**config.mk**
```make
export PLATFORM = sky130hd
export DESIGN_NAME = hazard_unit_flat
export DESIGN_NICKNAME = d
export VERILOG_FILES = /design/src/rtl/hazard_unit_if.sv /design/src/rtl/hazard_unit.sv /design/src/flat_wrapper.sv
export SDC_FILE = /design/constraint.sdc
export NUM_CORES = 1
export LEC_CHECK = 0
export CORE_MARGIN = 3
export CORE_UTILIZATION = 55
export DETAILED_ROUTE_END_ITERATION = 8
export DONT_BUFFER_PORTS = 1
export HOLD_SLACK_MARGIN = 0.08
export PLACE_DENSITY = 0.77
export SLEW_MARGIN = 15
export SYNTH_ARGS = -nofsm -noshare
export SYNTH_HDL_FRONTEND = slang
export SYNTH_SLANG_ARGS = --single-unit
```
**constraint.sdc**
```tcl
create_clock -name clk -period 2 [get_ports clk]
set_input_delay 0.2 -clock clk [delete_from_list [all_inputs] [get_ports clk]]
set_output_delay 0.2 -clock clk [all_outputs]
set_load 0.005 [all_outputs]
```
**src/rtl/hazard_unit_if.sv**
```systemverilog
// ID-side bundle between the decode stage and the hazard unit.
// The hazard unit returns stall/forward controls on the same bundle.
interface hazard_unit_if #(
  parameter int REG_W = 5,
  parameter int CNT_W = 16
);
  logic             id_valid;
  logic [REG_W-1:0] id_rs;
  logic [REG_W-1:0] id_rt;
  logic             id_uses_rt;
  logic             id_is_store;
  logic [REG_W-1:0] id_rd;
  logic             id_regwrite;
  logic             id_memread;
  logic             flush;
  logic             mem_busy;
  logic             stall;
  logic [1:0]       forward_a;
  logic [1:0]       forward_b;
  logic [1:0]       forward_mem;
  logic [CNT_W-1:0] stall_count;

  modport master (
    output id_valid, id_rs, id_rt, id_uses_rt,
    output id_is_store, id_rd, id_regwrite,
    output id_memread, flush, mem_busy,
    input  stall, forward_a, forward_b,
    input  forward_mem, stall_count
  );

  modport slave (
    input  id_valid, id_rs, id_rt, id_uses_rt,
    input  id_is_store, id_rd, id_regwrite,
    input  id_memread, flush, mem_busy,
    output stall, forward_a, forward_b,
    output forward_mem, stall_count
  );
endinterface

```
**src/rtl/hazard_unit.sv**
```systemverilog
// Load-use stall detection and registered forwarding selects
// for the 5-stage core, sampled alongside the ID stage.
module hazard_unit #(
  parameter int REG_W = 5,
  parameter int CNT_W = 16
) (
  input logic           clk,
  input logic           rst,
  hazard_unit_if.slave  bus
);

  typedef struct packed {
    logic             valid;
    logic             regwrite;
    logic             memread;
    logic             is_store;
    logic [REG_W-1:0] rd;
    logic [REG_W-1:0] rt;
  } slot_t;

  // The WB slot never feeds a select, so only EX and MEM are held.
  slot_t            r_ex;
  slot_t            r_mem;
  logic [1:0]       r_fa;
  logic [1:0]       r_fb;
  logic [1:0]       r_fm;
  logic [CNT_W-1:0] r_cnt;

  slot_t      w_id;
  logic       w_lu;
  logic       w_bubble;
  logic       w_no_fwd;
  logic [1:0] w_fa;
  logic [1:0] w_fb;
  logic [1:0] w_fm;

  function automatic logic hit(
    input slot_t s,
    input logic [REG_W-1:0] r
  );
    return s.valid && s.regwrite &&
           (s.rd == r) && (r != '0);
  endfunction

  function automatic logic [1:0] sel(
    input slot_t ex,
    input slot_t mem,
    input logic [REG_W-1:0] r
  );
    if (hit(ex, r) && !ex.memread)
      return 2'b10;
    else if (hit(mem, r))
      return 2'b01;
    else
      return 2'b00;
  endfunction

  always_comb begin
    w_id = '{
      valid:    bus.id_valid,
      regwrite: bus.id_regwrite,
      memread:  bus.id_memread,
      is_store: bus.id_is_store,
      rd:       bus.id_rd,
      rt:       bus.id_rt
    };
  end

  // Store data from a load in EX is picked up later in MEM.
  assign w_lu = bus.id_valid && r_ex.memread &&
                (hit(r_ex, bus.id_rs) ||
                 (bus.id_uses_rt && !bus.id_is_store &&
                  hit(r_ex, bus.id_rt)));

  assign w_bubble = bus.flush || w_lu;
  assign w_no_fwd = w_bubble || !bus.id_valid;

  always_comb begin
    w_fa = 2'b00;
    w_fb = 2'b00;
    w_fm = 2'b00;
    if (!w_no_fwd) begin
      w_fa = sel(r_ex, r_mem, bus.id_rs);
      w_fb = sel(r_ex, r_mem, bus.id_rt);
    end
    if (r_ex.valid && r_ex.is_store &&
        hit(r_mem, r_ex.rt))
      w_fm = r_mem.memread ? 2'b10 : 2'b01;
  end

  always_ff @(posedge clk or posedge rst) begin
    if (rst) begin
      r_ex  <= '0;
      r_mem <= '0;
      r_fa  <= 2'b00;
      r_fb  <= 2'b00;
      r_fm  <= 2'b00;
      r_cnt <= '0;
    end else if (!bus.mem_busy) begin
      r_ex  <= w_bubble ? '0 : w_id;
      r_mem <= r_ex;
      r_fa  <= w_fa;
      r_fb  <= w_fb;
      r_fm  <= w_fm;
      if (w_lu && !bus.flush && (r_cnt != '1))
        r_cnt <= r_cnt + CNT_W'(1);
    end
  end

  assign bus.stall       = w_lu && !bus.mem_busy;
  assign bus.forward_a   = r_fa;
  assign bus.forward_b   = r_fb;
  assign bus.forward_mem = r_fm;
  assign bus.stall_count = r_cnt;

endmodule

```
**src/flat_wrapper.sv**
```systemverilog
// flat-port wrapper written by rule: the top's interface ports become plain ports
module hazard_unit_flat 
#(
  parameter int REG_W = 5,
  parameter int CNT_W = 16
)
  (clk, rst, bus_id_valid, bus_id_rs, bus_id_rt, bus_id_uses_rt, bus_id_is_store, bus_id_rd, bus_id_regwrite, bus_id_memread, bus_flush, bus_mem_busy, bus_stall, bus_forward_a, bus_forward_b, bus_forward_mem, bus_stall_count);
  hazard_unit_if #(.REG_W(REG_W), .CNT_W(CNT_W)) bus_i ();
  input logic clk;
  input logic rst;
  input wire logic [$bits(bus_i.id_valid)-1:0] bus_id_valid;
  input wire logic [$bits(bus_i.id_rs)-1:0] bus_id_rs;
  input wire logic [$bits(bus_i.id_rt)-1:0] bus_id_rt;
  input wire logic [$bits(bus_i.id_uses_rt)-1:0] bus_id_uses_rt;
  input wire logic [$bits(bus_i.id_is_store)-1:0] bus_id_is_store;
  input wire logic [$bits(bus_i.id_rd)-1:0] bus_id_rd;
  input wire logic [$bits(bus_i.id_regwrite)-1:0] bus_id_regwrite;
  input wire logic [$bits(bus_i.id_memread)-1:0] bus_id_memread;
  input wire logic [$bits(bus_i.flush)-1:0] bus_flush;
  input wire logic [$bits(bus_i.mem_busy)-1:0] bus_mem_busy;
  output wire logic [$bits(bus_i.stall)-1:0] bus_stall;
  output wire logic [$bits(bus_i.forward_a)-1:0] bus_forward_a;
  output wire logic [$bits(bus_i.forward_b)-1:0] bus_forward_b;
  output wire logic [$bits(bus_i.forward_mem)-1:0] bus_forward_mem;
  output wire logic [$bits(bus_i.stall_count)-1:0] bus_stall_count;
  assign bus_i.id_valid = bus_id_valid;
  assign bus_i.id_rs = bus_id_rs;
  assign bus_i.id_rt = bus_id_rt;
  assign bus_i.id_uses_rt = bus_id_uses_rt;
  assign bus_i.id_is_store = bus_id_is_store;
  assign bus_i.id_rd = bus_id_rd;
  assign bus_i.id_regwrite = bus_id_regwrite;
  assign bus_i.id_memread = bus_id_memread;
  assign bus_i.flush = bus_flush;
  assign bus_i.mem_busy = bus_mem_busy;
  assign bus_stall = bus_i.stall;
  assign bus_forward_a = bus_i.forward_a;
  assign bus_forward_b = bus_i.forward_b;
  assign bus_forward_mem = bus_i.forward_mem;
  assign bus_stall_count = bus_i.stall_count;
  hazard_unit #(.REG_W(REG_W), .CNT_W(CNT_W)) u_core (.clk(clk), .rst(rst), .bus(bus_i));
endmodule
```
==> results of run 1 <==
## cell type report
| cell class | instances | area (sq um) | share of cell area [%] |
|---|---|---|---|
| flip-flops and latches | 44 | 1100 | 36.6 |
| repair buffers | 37 | 350 | 11.6 |
| well taps | 48 | 60.1 | 2.00 |
| clock buffers | 5 | 68.8 | 2.29 |
| inverters | 7 | 26.3 | 0.873 |
| multi-input cells | 145 | 1340 | 44.6 |
| clock inverters | 2 | 60.1 | 2.00 |
## synth_stat cells (2+ instances only)
| library cell | number | area share (%) |
|---|---|---|
| nand3_1 | 7 | 1.5 |
| dfrtp_1 | 44 | 48 |
| nor2_1 | 8 | 1.3 |
| nor4_1 | 8 | 2.2 |
| o21ai_0 | 2 | 0.43 |
| clkbuf_1 | 2 | 0.33 |
| nand2_1 | 14 | 2.3 |
| nor3_1 | 2 | 0.43 |
| xnor2_1 | 15 | 5.7 |
| nor4_2 | 5 | 2.7 |
| or4_1 | 2 | 0.65 |
| nand4_1 | 4 | 1.1 |
| nor3_2 | 4 | 1.7 |
| buf_6 | 2 | 0.98 |
| mux2_2 | 7 | 3.4 |
| o31ai_1 | 4 | 1.3 |
| xor2_1 | 24 | 9.1 |
| a22o_1 | 14 | 5.3 |
| inv_1 | 7 | 1.1 |
## power breakdown
part           switching, mW  internal, mW
Clock                  0.302         0.492
Sequential            0.0512         0.928
Combinational          0.121         0.133
Total                  0.474          1.55
## flip-flops by register name, summed over array words and instances (netlist names)
signal and count:
u_core.bus.forward_a 2, u_core.bus.forward_b 2, u_core.bus.forward_mem 2, u_core.bus.stall_count 16
u_core.r_ex 14, u_core.r_mem 8
## metal layers
metal / track usage [%] / wire length [um] / up-vias
li1: - / - / 799
met1: 28.9 / 2370 / 915
met2: 41.6 / 3100 / 72
met3: 7.24 / 422 / 14
met4: 8.14 / 121 / 0
met5: 0 / 0 / -
## cells by family (layout without fill, tap and decap cells)
kind of cell | count (synthesis) | after routing | share of synthesized area, %
multiplexers | 8 | 8 | 4.06
flip-flops | 44 | 44 | 47.7
adder cells (fa/ha/maj) | 1 | 1 | 0.542
AND/OR/NAND/NOR | 68 | 68 | 19.7
AO/OA/AOI/OAI | 28 | 29 | 10.3
buffers and inverters | 13 | 51 | 2.93
XOR/XNOR | 39 | 39 | 14.8
## worst paths after layout
| path | start | slack, ns | cells after the start | end |
|---|---|---|---|---|
| min in group asynchronous | rst | 0.52 | 3 | u_core.r_mem[7] |
| worst max register to register | u_core.r_ex[8] | -0.03 | 7 | u_core.r_ex[1] |
| worst max-delay path | u_core.r_ex[8] | -0.05 | 6 | bus_stall |
| worst min register to register | u_core.r_mem[11] | 0.52 | 1 | u_core.r_mem[11] |
| worst min-delay path | bus_mem_busy | 0.14 | 2 | u_core.bus.forward_a[1] |
| max in group asynchronous | rst | 1.09 | 3 | u_core.r_ex[8] |
## per-stage QoR
stage | instance area [sq um] | instances | total power, mW | setup WS, ns | utilization (%)
2_1_floorplan | 2310 | 201 | 1.14 | 0.118 | -
3_3_place_gp | 2450 | 258 | 1.17 | 0.0762 | 63.7
3_5_place_dp | 2450 | 258 | 1.18 | -0.0526 | 63.7
4_1_cts | 2880 | 285 | 2.01 | -0.0169 | 74.8
5_1_grt | 3010 | 288 | 2.11 | -0.114 | 78.1
6_report | 3010 | 288 | 2.03 | -0.0541 | 78.1
## worst max-delay path: stages, from the launching register on
cell and delay [ns]:
dfrtp_2 0.47, xnor2_2 0.21, nor4b_4 0.26, nor3b_4 0.30
o21ai_4 0.10, buf_6 0.14, nor2_4 0.08
## what timing repair did
action / in CTS / in global routing
buffers inserted: 3 / 3
setup endpoints to repair: 15 / 28
hold endpoints to repair: 72 / 0
cloned: 1 / 0
gates resized for setup: 17 / 16
pin swaps: 8 / 22
hold buffers: 16 / 0
==> results list, run 1 <==
- The number of clock buffers added by TritonCTS is 5.
- Share of the cycle needed by the critical path after routing: 103%
- Post-Synthesis Net Count: 226
* CTS sink count: 44
- Antenna violations before repair: 0
- Slew at the pin with the worst max-slew slack: 1.04 ns
- CTS clk-pin slew, worst paths: 0.08 ns
* Post-DP HPWL: 3860 um
* Portion of the post-synthesis area used by sequential elements: 47.7%
- For this run, the leading register cell type out of synthesis is dfrtp_1.
- Post-Route WL: 6010 um
- Hold Fails Final Rpt: 0
- Max-cap violations in this run came to 0.
- 0 antenna diodes ended up in the layout.
- The Yosys step of the flow raised 0 warnings.
- In the post-route analysis, the smallest setup slack over all paths is -0.0541 ns.
* Capturing element type of the critical path: output port
- In this run the clock root is driven by a clkbuf_8.
* Placeable core region: 0.00385 sq mm
* Deepest clock path buffer count: 2
* Horiz. Die Dim: 70.8 um
- The first global-routing pass estimated 9480 um of wire.
- Post-layout min period: 2.05 ns
- Minimum hold slack: 0.136 ns
- Overall overflow remaining after global route: 0
* Filler Cell Count: 247
- Vias in the first global route: 1,854
- Fraction of registers with async set/reset: 100%
* Violated checks: negative setup slack
* Crit path arrival time: 1.85 ns
* Commonest cells after routing, fill and taps aside: dfrtp_1, xor2_1, buf_4
- Critical path launch point type: flop
- Number of synthesized flops with an enable pin: 0
- Once detail routing completed, the nets flagged for antenna violations numbered 0.
- At the end of routability-driven placement, the weighted congestion stood at 0.828.
- Synth cell types: 45
- Maximum fanout count along the critical path: 4
* Number of vias per cell: 6.25
- Syn Inst Count: 201
* Worst EP required: 1.80 ns
- Setup violations remaining at the end of the flow were counted as 13.
- In the routed design, unresolved DRC markers number 0.
- Number of DRC markers in iteration 0: 169
- Averaged over all synthesized cells, the footprint is 11.5 sq um.
- Power density relative to cell area: 673 mW/mm^2
- Final-layout setup total negative slack: -0.266 ns
* Maximum number of pins on one net before global-route repair: 45
* Fraction of layout instances using a drive strength above 1: 29.6%
- The library cell used most frequently in the layout, excluding fill and tap cells, is dfrtp_1.
* Clock Skews: 0.00731 ns
- From synthesis to final layout, the design area changed by 30.3%.
- The H-tree generated during clock tree synthesis spans 2 levels.
- Number of buffers added on ports: 0
- Unrepaired setup endpoints after global routing: yes
- Number of vias in the routed layout: 1,800
* Peak clock frequency supported by timing: 487 MHz
* Worst-Skew Late Latency: 0.30 ns
* Synthesized area: 0.00231 sq mm
- Count of boundary I/O pins: 47
- Worst IR drop on VDD: 0.000410 V
* Net total in the final layout: 265
- Leakage power figure: 1.42 nW
* Routed wire length per instance: 20.9 um
- For this configuration, the core starts out at a cell density of 59.9%.
- Type of the setup path with the least slack: reg -> out
* Number of pins exceeding their max-slew limit in the final report: 0
* Slew Limit Headroom: 30.6%
* Core Rows: 22
* First-pass iteration count of the detailed router: 4
- Global-route usage over all layers: 24.2%
- After synthesis the netlist holds a flip-flop and latch count of 44.
- Die Y: 70.8 um
- Area enclosed by the die boundary: 0.00501 sq mm
- Result of the run: finished with violations
* CTS tree: yes
* Hold/Removal Path Class: in -> reg
Note: power is estimated with default switching activity, not from simulation.
==> run 2: changes to the inputs <==
--- a/config.mk
+++ b/config.mk
@@ -5,6 +5,7 @@
 export SDC_FILE = /design/constraint.sdc
 export NUM_CORES = 1
 export LEC_CHECK = 0
+export ABC_AREA = 1
 export CORE_MARGIN = 3
 export CORE_UTILIZATION = 55
 export DETAILED_ROUTE_END_ITERATION = 8
==> run 2 against run 1 <==
  * Largest power group unchanged
  * Sequential share of layout area up 1.3 points
  * Setup slack better by 0.21 ns
  * Hold slack worse by 0.058 ns
  * Highest routed layer unchanged
  * Non-clock buffer count down 18
  * The run now ends clean
  * Power down 13%
  * Cell count up 45%
  * Sequential power down 1%
  * First-iteration DRC count up 5.3%
  * Count of clock-buffer cells in the layout up 3
  * Utilization down 13 points
==> results list, run 2 <==
* Fraction of layout instances using a drive strength above 1: 8.45%
* Placed Instances: 397
- Worst slack, placed: 0.154 ns
- After global routing the overflow that remains totals 0.
* Buffer type at the clock tree root: clkbuf_8
- Number of vias per cell: 5.54
* Capturing element type of the critical path: output port
* Core Rows: 24
- Slew Limit Headroom: 35.1%
- Clock Skews: 0.00789 ns
- Antenna violations before repair: 0
- During synthesis, Yosys emitted a total of 0 warnings.
- Slew at the pin with the worst max-slew slack: 0.970 ns
* Worst-Skew Late Latency: 0.30 ns
- The detail route stage leaves a number of antenna-violating nets equal to 0.
- Count of boundary I/O pins: 47
- Deepest level of the CTS H-tree: 2
- Setup violations remaining at the end of the flow were counted as 0.
- In the synthesized netlist, the number of instances is 351.
* Max-cap check violation count: 0
- After synthesis, the share of flip-flops with an asynchronous set or reset is 100%.
* Number of DRC markers in iteration 0: 178
* Net total in the final layout: 391
- In the global route stage, overall resource usage came out at 24.3%.
* Cell types with the largest area share after synthesis: dfrtp_1, nand2_1, nand4_1
- In this run the worst path has a maximum fanout of 6.
- 0 antenna diodes ended up in the layout.
* Post-Synthesis Net Count: 376
- Summing internal, switching and leakage power gives 1.76 mW.
- Adding up every negative setup slack in the final design gives 0 ns.
- Deepest clock path buffer count: 2
- Dividing the detail-routed wire length by the instance count gives 15.0 um.
- Combined flip-flop and latch cell area: 0.00110 sq mm
- Top cell type by total area after synthesis: dfrtp_1
- Area of placed instances: 0.00265 sq mm
* Hold Fails Final Rpt: 0
- Synth top cells by count: nand2_1, dfrtp_1, inv_1, o21ai_0, nor2_1
- Area of the multi-input gates: 0.00134 sq mm
- Data on the critical path is required at its endpoint by 1.80 ns.
* Avg Synthesized Cell Area: 7.45 sq um
- The die covers 0.00562 sq mm.
- The initial utilization of the core area, before any placement, comes to 58.4%.
- Post-layout min period: 1.84 ns
- First-pass iteration count of the detailed router: 4
* Register-to-Register Setup Slack: 0.24 ns
- DRC: 0
* Crit path arrival time: 1.64 ns
* Commonest non-fill, non-tap cell in the layout: nand2_1
- Synthesis inferred 44 register bits.
- Horiz. Die Dim: 74.9 um
- Worst-case setup margin in the final layout: 0.157 ns
- Number of clock buffers inserted by TritonCTS: 5
- Unrepaired setup endpoints after global routing: no
- The worst hold path belongs to the class in -> reg.
- Power density relative to cell area: 607 mW/mm^2
- Area of all placed cells without fillers: 0.00290 sq mm
* Leading cell type by number of instances after synthesis: nand2_1
* Number of vias in the routed layout: 2,322
- The number of global-route vias before repair is 2,214.
* Commonest cells after routing, fill and taps aside: nand2_1, dfrtp_1, inv_1
- Number of pins exceeding their max-slew limit in the final report: 0
- The register with the most flip-flops in the layout has 16 of them.
- The worst setup path is launched from an input pin.
- Type of the setup path with the least slack: in -> out
- CTS sink count: 44
- The flow ran to the end, and the final reports show no timing, DRC or antenna violations.
- Filler Cell Count: 392
- Relative to the synthesized area, the layout overhead comes to 11.1%.
- Post-Route WL: 6270 um
- Number of buffers added on ports: 0
* Maximum number of pins on one net before global-route repair: 31
- CTS tree: yes
* Synth cell types: 31
* Minimum hold slack: 0.0776 ns
* Placeable core region: 0.00447 sq mm
- CTS clk-pin slew, worst paths: 0.08 ns
* Global-route wire length before repair: 10,300 um
- Share of the synthesized area in the top cell type: 42.1%
* Layout Utilization: 64.9%
- For this run, the number of standard cells in the final layout without fillers is 419.
- Peak clock frequency supported by timing: 543 MHz
* Portion of the post-synthesis area used by sequential elements: 42.1%
* Synthesized area: 0.00261 sq mm
* Number of synthesized flops with an enable pin: 0
- Leakage power figure: 1.41 nW
- Final GP Congestion: 0.916
- VDD sags by at most 0.000300 V.
- Measured along the y axis, the die boundary spans 74.9 um.
- Detailed placement finished with a half-perimeter wire length of 4480 um.
- Share of the cycle needed by the critical path after routing: 92.1%
* Leading register cell type out of synthesis: dfrtp_1
run 2: changes by cell type in the layout (fill, tap and decap cells not counted), moves of 14 or more:
cell     previous run  this run
nand2_1            13       112
inv_1               7        31
nand3_1             7        24
a22o_1             14         0
o21ai_0             2        27
nand4_1             4        22
nor2_1              6        25
run 2: cell type report:
class                   count  area share [%]
repair buffers             19            5.86
multi-input cells         259            46.1
inverters                  37            4.78
flip-flops and latches     44            37.9
clock buffers               8            3.10
well taps                  52            2.24
run 2: where the power goes:
part / internal [mW] / leakage (nW) / switching, mW
Sequential: 0.928 / 0.594 / 0.0419
Combinational: 0.0850 / 0.765 / 0.132
Clock: 0.282 / 0.0455 / 0.293
run 2: worst max-delay path: stages:
cell and delay, ns:
dlygate4sd3_1 0.55, inv_2 0.05, nand2_1 0.06, nand2_1 0.05, inv_1 0.04, nand2_1 0.05, nor2_2 0.15, nand3_2 0.15
nand2_4 0.15, nand2_8 0.08, nor2_4 0.10
run 2: routing by layer:
metal / wire [um] / vias to the layer above / GRT usage [%]
li1: - / 1156 / -
met1: 2730 / 1102 / 30.1
met2: 3080 / 53 / 40.2
met3: 346 / 11 / 7.48
met4: 118 / 0 / 7.91
met5: 0 / - / 0
run 2: path summary, 6_finish.rpt:
check / startpoint / end / cells past startpoint
worst max-delay path: bus_id_rt[1] / bus_stall / 11
worst min-delay path: bus_id_rd[0] / u_core.r_ex[5] / 2
worst max register to register: u_core.bus.stall_count[0] / u_core.bus.stall_count[0] / 9
worst min register to register: u_core.r_ex[4] / u_core.r_ex[4] / 2
max in group asynchronous: rst / u_core.r_ex[9] / 3
min in group asynchronous: rst / u_core.bus.stall_count[3] / 2
run 2: cell families (layout without fill, tap and decap cells):
group | Yosys count | after routing | synth area share (%)
AND/OR/NAND/NOR | 199 | 199 | 34.1
buffers and inverters | 48 | 64 | 7.80
flip-flops | 44 | 44 | 42.1
AO/OA/AOI/OAI | 35 | 35 | 7.42
XOR/XNOR | 24 | 24 | 8.04
adder cells (fa/ha/maj) | 1 | 1 | 0.479
run 2: what timing repair did:
action                                  CTS  global route
endpoints found under the hold margin    42             0
buffers inserted                          0             3
endpoints found under the setup margin    1             1
gates resized for setup                   1             5
hold buffers                             11             0
pin swaps                                 0             2
